**config.mk**
```make
export PLATFORM = sky130hd
export DESIGN_NAME = change_dispense_engine_flat
export DESIGN_NICKNAME = d
export VERILOG_FILES = /design/src/rtl/change_dispense_engine_pkg.sv /design/src/rtl/change_dispense_engine_if.sv /design/src/rtl/change_dispense_engine_coin_greedy_select.sv /design/src/rtl/change_dispense_engine.sv /design/src/flat_wrapper.sv
export SDC_FILE = /design/constraint.sdc
export NUM_CORES = 1
export LEC_CHECK = 0
export CAP_MARGIN = 10
export CORE_UTILIZATION = 50
export DETAILED_ROUTE_END_ITERATION = 6
export PLACE_DENSITY_LB_ADDON = 0.12
export SLEW_MARGIN = 10
export SYNTH_ARGS = -nofsm -noshare
export SYNTH_HDL_FRONTEND = slang
export SYNTH_SLANG_ARGS = --single-unit
export TNS_END_PERCENT = 30
```
**constraint.sdc**
```tcl
create_clock -name clk -period 5.5 [get_ports clk]
set_input_delay 0.825 -clock clk [delete_from_list [all_inputs] [get_ports clk]]
set_output_delay 0.825 -clock clk [all_outputs]
set_load 0.01 [all_outputs]
```
**src/rtl/change_dispense_engine_pkg.sv**
```systemverilog
`default_nettype none
// ============================================================================
// Module      : change_dispense_engine_pkg
// Description : Shared vending-machine definitions: FSM state encoding for
//               the change dispense engine and default sizing constants.
// Revision    : 1.0  initial release
// ============================================================================
package change_dispense_engine_pkg;

    // Default sizing shared by the vending-machine blocks
    localparam int kNumCoins  = 3;
    localparam int kTotalBits = 16;
    localparam int kWaitTime  = 10;

    // Dispense FSM encoding
    localparam logic [1:0] ST_IDLE     = 2'd0;
    localparam logic [1:0] ST_DISPENSE = 2'd1;
    localparam logic [1:0] ST_DONE     = 2'd2;

endpackage : change_dispense_engine_pkg
`default_nettype wire

```
**src/rtl/change_dispense_engine_if.sv**
```systemverilog
`default_nettype none
// ============================================================================
// Module      : change_dispense_engine_if
// Description : Coin-out valid/ready handshake between the dispense engine
//               (master) and the coin mechanism (slave).
//               coin_valid : a coin is offered
//               coin_idx   : denomination index of the offered coin
//               coin_ready : mechanism accepts the offered coin
// Revision    : 1.0  initial release
// ============================================================================
interface change_dispense_engine_if #(
    parameter int IDX_W = 2
);
    logic             coin_valid;
    logic [IDX_W-1:0] coin_idx;
    logic             coin_ready;

    modport master (output coin_valid, output coin_idx, input coin_ready);
    modport slave  (input coin_valid, input coin_idx, output coin_ready);
endinterface : change_dispense_engine_if
`default_nettype wire

```
**src/rtl/change_dispense_engine_coin_greedy_select.sv**
```systemverilog
`default_nettype none
// ============================================================================
// Module      : change_dispense_engine_coin_greedy_select
// Description : Combinational greedy coin picker. Returns the highest index
//               whose non-zero value fits into the remaining amount. With an
//               ascending table this is the largest fitting coin.
// Ports       : i_coin_value  flattened coin table (slice i = coin i)
//               i_remaining   amount still to be covered
//               o_found       some enabled coin fits
//               o_idx         index of the chosen coin
//               o_value       value of the chosen coin (0 when none found)
// Revision    : 1.0  initial release
// ============================================================================
module change_dispense_engine_coin_greedy_select #(
    parameter int NUM_COINS  = 3,
    parameter int COIN_W     = 32,
    parameter int TOTAL_BITS = 16,
    parameter int IDX_W      = 2
) (
    input  wire logic [NUM_COINS*COIN_W-1:0] i_coin_value,
    input  wire logic [TOTAL_BITS-1:0]       i_remaining,
    output logic                             o_found,
    output logic [IDX_W-1:0]                 o_idx,
    output logic [TOTAL_BITS-1:0]            o_value
);
    // Both operands are zero-extended to a common width, so a coin wider than
    // the balance can never compare as fitting.
    localparam int CMP_W = (COIN_W > TOTAL_BITS) ? COIN_W : TOTAL_BITS;

    logic [CMP_W-1:0] w_val_ext [NUM_COINS];
    logic             w_fit     [NUM_COINS];

    generate
        for (genvar gi = 0; gi < NUM_COINS; gi++) begin : g_coin
            assign w_val_ext[gi] = CMP_W'(i_coin_value[gi*COIN_W +: COIN_W]);
            assign w_fit[gi]     = (w_val_ext[gi] != '0) &&
                                   (w_val_ext[gi] <= CMP_W'(i_remaining));
        end
    endgenerate

    // Later (higher) indices override earlier ones: highest fitting index wins.
    always_comb begin
        o_found = 1'b0;
        o_idx   = '0;
        o_value = '0;
        for (int i = 0; i < NUM_COINS; i++) begin
            if (w_fit[i]) begin
                o_found = 1'b1;
                o_idx   = IDX_W'(i);
                o_value = w_val_ext[i][TOTAL_BITS-1:0];
            end
        end
    end

endmodule : change_dispense_engine_coin_greedy_select
`default_nettype wire

```
**src/rtl/change_dispense_engine.sv**
```systemverilog
`default_nettype none
// ============================================================================
// Module      : change_dispense_engine
// Description : Inactivity timer plus greedy change return. On a return
//               trigger the balance is latched and paid out one coin per
//               valid/ready handshake, largest fitting coin first.
// Ports       : clk, reset        clock, async active-high reset
//               i_coin_value      flattened denomination table
//               i_balance         customer balance from the datapath
//               i_activity        coin insert / vend pulse
//               i_return_req      return button pulse
//               coin (master)     coin_valid / coin_idx / coin_ready
//               o_busy            high in DISPENSE and DONE
//               o_done            one-cycle completion pulse
//               o_return_total    sum of accepted coins, held
//               o_residue         uncoverable remainder, held
//               o_wait_time       current inactivity timer value
// Revision    : 1.0  initial release
// ============================================================================
module change_dispense_engine
    import change_dispense_engine_pkg::*;
#(
    parameter int NUM_COINS   = kNumCoins,
    parameter int COIN_W      = 32,
    parameter int TOTAL_BITS  = kTotalBits,
    parameter int WAIT_CYCLES = kWaitTime,
    parameter int IDX_W       = (NUM_COINS > 1) ? $clog2(NUM_COINS) : 1
) (
    input  wire logic                        clk,
    input  wire logic                        reset,
    input  wire logic [NUM_COINS*COIN_W-1:0] i_coin_value,
    input  wire logic [TOTAL_BITS-1:0]       i_balance,
    input  wire logic                        i_activity,
    input  wire logic                        i_return_req,
    change_dispense_engine_if.master         coin,
    output logic                             o_busy,
    output logic                             o_done,
    output logic [TOTAL_BITS-1:0]            o_return_total,
    output logic [TOTAL_BITS-1:0]            o_residue,
    output logic [31:0]                      o_wait_time
);

    logic [1:0]            r_state;
    logic [31:0]           r_timer;
    logic [TOTAL_BITS-1:0] r_remaining;
    logic [TOTAL_BITS-1:0] r_total;
    logic [TOTAL_BITS-1:0] r_residue;
    logic                  r_act_seen;   // activity observed since last return

    logic                  w_found;
    logic [IDX_W-1:0]      w_idx;
    logic [TOTAL_BITS-1:0] w_value;
    logic                  w_trigger;

    change_dispense_engine_coin_greedy_select #(
        .NUM_COINS  (NUM_COINS),
        .COIN_W     (COIN_W),
        .TOTAL_BITS (TOTAL_BITS),
        .IDX_W      (IDX_W)
    ) u_select (
        .i_coin_value (i_coin_value),
        .i_remaining  (r_remaining),
        .o_found      (w_found),
        .o_idx        (w_idx),
        .o_value      (w_value)
    );

    // The return button always wins over a coincident activity pulse. A
    // timeout is the decrement from 1 to 0 without a reload in that cycle.
    // A balance that shows up with the timer already at 0 and no activity
    // since the last return is paid out straight away.
    assign w_trigger = (r_state == ST_IDLE) &&
                       (i_return_req ||
                        ((r_timer == 32'd1) && !i_activity) ||
                        ((r_timer == 32'd0) && (i_balance != '0) &&
                         !r_act_seen && !i_activity));

    always_ff @(posedge clk or posedge reset) begin
        if (reset) begin
            r_state     <= ST_IDLE;
            r_timer     <= '0;
            r_remaining <= '0;
            r_total     <= '0;
            r_residue   <= '0;
            r_act_seen  <= 1'b0;
        end else begin
            case (r_state)
                ST_IDLE: begin
                    if (w_trigger) begin
                        r_state     <= ST_DISPENSE;
                        r_timer     <= '0;
                        r_remaining <= i_balance;
                        r_total     <= '0;
                        r_residue   <= '0;
                        r_act_seen  <= 1'b0;
                    end else if (i_activity) begin
                        r_timer    <= 32'(WAIT_CYCLES);
                        r_act_seen <= 1'b1;
                    end else if (r_timer != '0) begin
                        r_timer <= r_timer - 32'd1;
                    end
                end
                ST_DISPENSE: begin
                    // Remaining only moves on a handshake, so an unaccepted
                    // offer keeps the same selection on the next cycle.
                    if (!w_found) begin
                        r_state   <= ST_DONE;
                        r_residue <= r_remaining;
                    end else if (coin.coin_ready) begin
                        r_remaining <= r_remaining - w_value;
                        r_total     <= r_total + w_value;
                    end
                end
                ST_DONE: begin
                    r_state <= ST_IDLE;
                    r_timer <= '0;
                end
                default: begin
                    r_state <= ST_IDLE;
                end
            endcase
        end
    end

    assign coin.coin_valid = (r_state == ST_DISPENSE) && w_found;
    assign coin.coin_idx   = coin.coin_valid ? w_idx : '0;
    assign o_busy          = (r_state != ST_IDLE);
    assign o_done          = (r_state == ST_DONE);
    assign o_return_total  = r_total;
    assign o_residue       = r_residue;
    assign o_wait_time     = r_timer;

endmodule : change_dispense_engine
`default_nettype wire

```
**src/flat_wrapper.sv**
```systemverilog
// flat-port wrapper written by rule: the top's interface ports become plain ports
module change_dispense_engine_flat import change_dispense_engine_pkg::*;
#(
    parameter int NUM_COINS   = kNumCoins,
    parameter int COIN_W      = 32,
    parameter int TOTAL_BITS  = kTotalBits,
    parameter int WAIT_CYCLES = kWaitTime,
    parameter int IDX_W       = (NUM_COINS > 1) ? $clog2(NUM_COINS) : 1
)
  (clk, reset, i_coin_value, i_balance, i_activity, i_return_req, o_busy, o_done, o_return_total, o_residue, o_wait_time, coin_coin_valid, coin_coin_idx, coin_coin_ready);
  change_dispense_engine_if #(.IDX_W(IDX_W)) coin_i ();
  input  wire logic clk;
  input  wire logic reset;
  input  wire logic [NUM_COINS*COIN_W-1:0] i_coin_value;
  input  wire logic [TOTAL_BITS-1:0] i_balance;
  input  wire logic i_activity;
  input  wire logic i_return_req;
  output logic o_busy;
  output logic o_done;
  output logic [TOTAL_BITS-1:0] o_return_total;
  output logic [TOTAL_BITS-1:0] o_residue;
  output logic [31:0] o_wait_time;
  output wire logic [$bits(coin_i.coin_valid)-1:0] coin_coin_valid;
  output wire logic [$bits(coin_i.coin_idx)-1:0] coin_coin_idx;
  input wire logic [$bits(coin_i.coin_ready)-1:0] coin_coin_ready;
  assign coin_coin_valid = coin_i.coin_valid;
  assign coin_coin_idx = coin_i.coin_idx;
  assign coin_i.coin_ready = coin_coin_ready;
  change_dispense_engine #(.NUM_COINS(NUM_COINS), .COIN_W(COIN_W), .TOTAL_BITS(TOTAL_BITS), .WAIT_CYCLES(WAIT_CYCLES), .IDX_W(IDX_W)) u_core (.clk(clk), .reset(reset), .i_coin_value(i_coin_value), .i_balance(i_balance), .i_activity(i_activity), .i_return_req(i_return_req), .coin(coin_i), .o_busy(o_busy), .o_done(o_done), .o_return_total(o_return_total), .o_residue(o_residue), .o_wait_time(o_wait_time));
endmodule
```
==> flow_summary.ini, run 1 <==
[synthesis]
yosys.cell_types.count = 67
synth-seq-cells = 83
synthesis.nets = 1011
synthesis.instances = 809
ys_seq_area_frac = 0.301
synth.area.top_cells = dfrtp_1 (30%), ha_1 (15%), nand2_1 (4.2%), xnor2_1 (3.9%), nor2_1 (3.8%)
synth_top_area_cell = dfrtp_1
ys.flop_type = dfrtp_1
ys.warnings.count = 0
synth_area_per_cell_um2 = 8.52
synth_edf_count = 0
netlist.area_leader.share = 0.301
synth-async-reset-ratio = 1.00
post_synth_most_frequent_cells = dfrtp_1 (83), ha_1 (83), nand2_1 (77)
syn-cell-area_um2 = 6900

[drt]
drt.antenna.violating_nets = 0
drt-wirelength-per-cell_um = 17.8
via_density = 5.76
vias = 6848
remaining_drc_errors = 0
total_wire_length_after_detailed_routing_um = 21100
detailedRoute.firstPassIterationCount = 5
violation_count_after_the_first_detailed_route_iteration = 602

[sta]
grt_setup_unrepaired = false
setup_violations = 0
worst_slew_pin_slew_ns = 1.06
hold_viol = 0
finalHoldWorstSlack_ns = 0.505
period_minus_slack_ns = 5.22
slew_headroom = 0.295
maxSlewViolCount = 0
layout_worst_path_cycle_share = 0.949
worst_clock_skew_ns = 0.00853
clock.fmax_ghz = 0.192

[clocking]
cts_htree_levels = 3
worst_setup_hold_path_clk_slew_ns = 0.07
cts_setup_buffers = 0
numCtsBuffers = 9
cts.root.buffer_cell = clkbuf_16
clkSinkCount = 83
holdBufCountCts = 0
cts_tree = built
worst_skew_pair.late_latency_ns = 0.35
cts_resized = 0
cts_buffer_depth = 2

[cells_and_area]
antenna_cells = 0
finalNetCount = 1210
final-instance-count-excl-fill = 1189
share_of_cells_above_drive_strength_1 = 0.0721
fill_count = 1124
area_delta_synth_final_pct = 36.6

[min_path]
timing.hold.worst_endpoint = u_core.r_remaining[15]
timing.hold.worst.class = reg2reg
hold_start = u_core.r_remaining[15]
hold_depth = 2

[grt]
global_route_wire_length_before_repair_um = 33600
grt_usage = 0.304
grt_antenna_before_repair = 0
first_global_vias = 6574
grt_max_degree = 55
overflow = 0

[critical_path]
cell_by_cell_listing_of_the_critical_path = clkdlybuf4s50_1 -> ha_1 -> nand4_1 -> nor4_2 -> a21boi_2 -> nor4_2 -> o21a_1 -> nand2_1 -> nor2_1 -> buf_4 -> a221oi_1 -> a21oi_1 -> ha_1 -> nor2b_1 -> o31ai_1 -> a211oi_1 -> o31ai_2 -> o221ai_1 -> a21oi_1 -> or3_1 -> a311o_1 -> nand2_1
cp.buffers_inverters = 2
critical_path.max_stage_delay_ns = 0.44
path_length_in_cells_of_the_critical_path = 22
setup.worst_path.class = in2reg
crit_required_ns = 5.79
cp-start-kind = primary input
rrSetupSlack_ns = 0.65
ff2ff_path_depth = 22
endpoint_class_of_the_critical_path = register
slowest_stage = clkdlybuf4s50_1
critPathMaxFanout = 8
critPathArrivalTime_ns = 5.51
critical-path-top-delay-family = compound AO/OA/AOI/OAI gates
timing.rr.start = u_core.r_remaining[14]
reg2reg_to = u_core.r_remaining[15]

[placement]
hpwlAfterDp_um = 16900
io_buffers = 185
finalWeightedCongestion = 0.965
place.detailed.instances = 1173

[floorplanning]
placeableCoreArea_um2 = 13300
chipWidth_um = 119
io_pins = 186
chipHeight_um = 119
start_util = 0.517
fp.dieArea_um2 = 14300
floorplan.rows = 42

[pwr]
clock_power_share = 0.142
p_per_area_nw_per_um2 = 438
p_leak_nw = 4.06
sw_frac_of_total = 0.446
p_sw_w = 0.00184
combPwrFrac = 0.600
p_seq_frac = 0.258
internal_power_w = 0.00229
peakVddDrop_uv = 333

[run_status]
status = finished, final reports clean

[flow_run]
timing.max_cap.violations = 0
-- registers in the layout, indices dropped and copies added, names as in the netlist --
| register | cells |
|---|---|
| u_core.r_act_seen | 1 |
| u_core.o_residue | 16 |
| u_core.r_remaining | 16 |
| u_core.o_return_total | 16 |
| u_core.r_state | 2 |
| u_core.o_wait_time | 32 |
-- cells in the final DEF, fill, tap and decap left out, drive strengths merged, types with 5 or more instances in the layout --
| cell | instances |
|---|---|
| o31ai | 6 |
| a21boi | 7 |
| nor4 | 39 |
| clkbuf | 10 |
| a21o | 7 |
| ha | 83 |
| a21oi | 52 |
| o21ai | 51 |
| a211oi | 8 |
| nor2b | 9 |
| and2 | 5 |
| mux2i | 15 |
| clkdlybuf4s50 | 185 |
| a22oi | 13 |
| a31oi | 7 |
| xnor2 | 31 |
| nand3 | 22 |
| or3 | 12 |
| nor3 | 21 |
| inv | 56 |
| buf | 28 |
| or4 | 6 |
| o21a | 18 |
| nand2 | 77 |
| xor2 | 19 |
| nor2 | 70 |
| dfrtp | 83 |
| nand4 | 13 |
-- power groups by stage --
stage	Combinational [W]	Sequential (W)	Clock [W]
floorplan	0.00157	0.00108	0
global placement	0.00240	0.00106	0
CTS	0.00246	0.00106	0.000595
detailed placement	0.00244	0.00107	0
finish	0.00248	0.00106	0.000588
global route	0.00275	0.00109	0.000619
-- final cells by class --
cell class	count	area, um^2	area share
sequential	83	2080	0.221
clock buffer	10	239	0.0254
inverter	55	208	0.0221
multi-input combinational	646	4550	0.483
timing repair buffer	213	2070	0.220
tap	176	220	0.0234
clock inverter	6	48.8	0.00518
-- cell families (layout without fill, tap and decap cells) --
family / count (synthesis) / after routing / share of synthesized area
flops: 83 / 83 / 0.301
buf+inv: 80 / 284 / 0.0492
xor+xnor: 50 / 50 / 0.0635
compound gates: 201 / 201 / 0.189
simple gates: 293 / 293 / 0.215
fa+ha+maj: 85 / 85 / 0.156
mux: 17 / 17 / 0.0256
-- worst min-delay path: cells and delay by family, from the launching register on --
kind            cells  cell delay [ns]
simple gates        1             0.06
compound gates      1             0.06
flops               1             0.35
-- stage by stage --
stage	setup WS [ns]	util	setup TNS (ns)	total power, W	area [um^2]
final	0.279	0.706	0	0.00413	9420
after global routing	0.00192	0.706	0	0.00447	9420
after CTS	0.193	0.703	0	0.00411	9380
after detailed placement	-0.159	0.681	-0.502	0.00351	9090
after global placement	-0.106	0.681	-0.194	0.00347	9090
after floorplan	0.386	-	0	0.00265	6900
-- worst max-delay path by stage --
stage,start,end,slack (ns)
finish,i_coin_value[15],u_core.r_remaining[15],0.28
detailed placement,i_coin_value[11],u_core.o_return_total[14],-0.16
floorplan,i_coin_value[65],u_core.r_remaining[15],0.39
global route,i_coin_value[1],u_core.o_return_total[15],0.002
CTS,i_coin_value[11],u_core.o_return_total[14],0.19
global placement,i_coin_value[11],u_core.o_return_total[14],-0.11
-- layer usage --
| layer | GRT usage | routed length (um) | vias up |
|---|---|---|---|
| met1 | 0.417 | 9460 | 3201 |
| met4 | 0.0984 | 447 | 0 |
| li1 | - | - | 3344 |
| met2 | 0.489 | 9790 | 266 |
| met3 | 0.0455 | 1430 | 37 |
| met5 | 0 | 0 | - |
No activity file was read; power rests on OpenSTA's default activity.
==> run 2: changes to the inputs <==
--- a/config.mk
+++ b/config.mk
@@ -9,7 +9,7 @@
 export CORE_UTILIZATION = 50
 export DETAILED_ROUTE_END_ITERATION = 6
 export PLACE_DENSITY_LB_ADDON = 0.12
-export SLEW_MARGIN = 10
+export SLEW_MARGIN = 0
 export SYNTH_ARGS = -nofsm -noshare
 export SYNTH_HDL_FRONTEND = slang
 export SYNTH_SLANG_ARGS = --single-unit
==> results of run 2 <==
Same layout as run 1: the final DEF is identical, and so are final timing and power.
==> run 3: changes to the inputs <==
--- a/config.mk
+++ b/config.mk
@@ -9,6 +9,7 @@
 export CORE_UTILIZATION = 50
 export DETAILED_ROUTE_END_ITERATION = 6
 export PLACE_DENSITY_LB_ADDON = 0.12
+export SKIP_LAST_GASP = 1
 export SLEW_MARGIN = 0
 export SYNTH_ARGS = -nofsm -noshare
 export SYNTH_HDL_FRONTEND = slang
==> flow_summary.ini, run 3 (same netlist as run 1, synthesis figures left out) <==
[placement]
hpwlAfterDp_um = 16900
place_ws_ns = -0.159
place.detailed.instances = 1173
placement.cell_area_um2 = 9090
finalWeightedCongestion = 0.965
io_buffers = 185

[critical_path]
rrSetupSlack_ns = 0.63
cell_by_cell_listing_of_the_critical_path = clkdlybuf4s50_1 -> ha_1 -> nand4_1 -> nor4_2 -> nor3_1 -> o31a_1 -> nor3_1 -> nor2_1 -> buf_4 -> a221oi_1 -> a21oi_1 -> ha_1 -> fa_1 -> nor2b_1 -> o21ai_0 -> a21boi_1 -> o211ai_1 -> a31oi_1 -> a31oi_1 -> xnor2_1 -> nand2_1 -> a31oi_1
critPathArrivalTime_ns = 5.52
slowest_stage = clkdlybuf4s50_1
endpoint_class_of_the_critical_path = register
cp.buffers_inverters = 2
critical_path.max_stage_delay_ns = 0.47
cp-start-kind = primary input
reg2reg_to = u_core.r_remaining[14]
timing.rr.start = u_core.r_remaining[14]
ff2ff_path_depth = 22
critPathMaxFanout = 8
critical-path-top-delay-family = compound AO/OA/AOI/OAI gates
crit_required_ns = 5.76
timing.critical_path.mode_cell = a31oi_1
setup.worst_path.class = in2reg

[drt]
drt.antenna.violating_nets = 0
total_wire_length_after_detailed_routing_um = 21100
drt-wirelength-per-cell_um = 17.8
via_density = 5.74
detailedRoute.firstPassIterationCount = 5
remaining_drc_errors = 0
violation_count_after_the_first_detailed_route_iteration = 569
vias = 6825

[sta]
worst_slack_ns = 0.240
hold_viol = 0
period_minus_slack_ns = 5.26
slew_headroom = 0.294
grt_setup_unrepaired = true
worst_clock_skew_ns = 0.00872
setup_violations = 0
worst_slew_pin_slew_ns = 1.06
maxSlewViolCount = 0
clock.fmax_ghz = 0.190
layout_worst_path_cycle_share = 0.956

[min_path]
hold_start = u_core.r_remaining[15]
timing.hold.worst.class = reg2reg
timing.hold.worst_endpoint = u_core.r_remaining[15]
hold_depth = 2

[cells_and_area]
finalNetCount = 1210
layout_common_cells = clkdlybuf4s50_1 (185), ha_1 (83), dfrtp_1 (83)
largest_register_ff_count = 32
final_common_cell = clkdlybuf4s50_1
finalInstanceArea_um2 = 9410
finish.utilization = 0.705
area_delta_synth_final_pct = 36.5
fill_count = 1126
final-instance-count-excl-fill = 1189
share_of_cells_above_drive_strength_1 = 0.0711
antenna_cells = 0

[floorplanning]
floorplan.rows = 42
io_pins = 186
start_util = 0.517
fp.dieArea_um2 = 14300
chipWidth_um = 119
chipHeight_um = 119
placeableCoreArea_um2 = 13300

[clocking]
cts_tree = built
worst_skew_pair.late_latency_ns = 0.35
numCtsBuffers = 9
cts_setup_buffers = 0
cts_buffer_depth = 2
cts.root.buffer_cell = clkbuf_16
clkSinkCount = 83
holdBufCountCts = 0
worst_setup_hold_path_clk_slew_ns = 0.07
cts_resized = 0
cts_htree_levels = 3

[pwr]
p_leak_nw = 4.06
fin_total_pwr_w = 0.00413
peakVddDrop_uv = 333
p_per_area_nw_per_um2 = 438

[run_status]
status = finished, final reports clean

[grt]
grt_antenna_before_repair = 0
first_global_vias = 6574
grt_usage = 0.304
grt_max_degree = 55
global_route_wire_length_before_repair_um = 33600
overflow = 0

[flow_run]
timing.max_cap.violations = 0
==> run 3: cell count changes in the layout (fill, tap and decap cells not counted) <==
cell and delta:
nor3_1 +1, nor3_2 -1, o21ai_0 +1, o21ai_1 -1
==> run 3: area by class of cell <==
type / count / area (um^2) / area share
Multi-Input combinational cell: 646 / 4550 / 0.483
Clock inverter: 6 / 48.8 / 0.00518
Timing Repair Buffer: 213 / 2070 / 0.220
Clock buffer: 10 / 239 / 0.0254
Inverter: 55 / 208 / 0.0221
Sequential cell: 83 / 2080 / 0.221
Tap cell: 176 / 220 / 0.0234
==> run 3: how the worst max path moves through the flow <==
stage / from / end / slack [ns] / cells after the start
floorplan: i_coin_value[65] / u_core.r_remaining[15] / 0.39 / 20
global placement: i_coin_value[11] / u_core.o_return_total[14] / -0.11 / 23
detailed placement: i_coin_value[11] / u_core.o_return_total[14] / -0.16 / 23
CTS: i_coin_value[11] / u_core.o_return_total[14] / 0.19 / 23
global route: i_coin_value[46] / u_core.o_return_total[15] / -0.03 / 20
finish: i_coin_value[45] / u_core.r_remaining[14] / 0.24 / 22
==> run 3: power by group <==
| group | leakage (nW) | switching (W) | total, W | internal (W) |
|---|---|---|---|---|
| clock network | 0.132 | 0.000265 | 0.000587 | 0.000322 |
| registers | 1.10 | 0.000236 | 0.00106 | 0.000828 |
| logic | 2.83 | 0.00134 | 0.00248 | 0.00114 |
==> run 3: worst min-delay path, cell delays in order (launching register included) <==
cell and delay (ns):
dfrtp_1 0.34, a32oi_1 0.06, nand2_1 0.06
==> run 3: routing by layer <==
metal,vias up,GRT usage,share of wire
met5,-,0,0
met4,0,0.0984,0.019
met3,32,0.0455,0.066
met2,251,0.489,0.46
met1,3193,0.417,0.45
li1,3349,-,-
==> run 3: stage by stage <==
step                TNS (ns)  hold WS (ns)
global route         -0.0638         0.533
detailed placement    -0.502         0.483
floorplan                  0         0.457
finish                     0         0.496
global placement      -0.194         0.474
CTS                        0         0.499
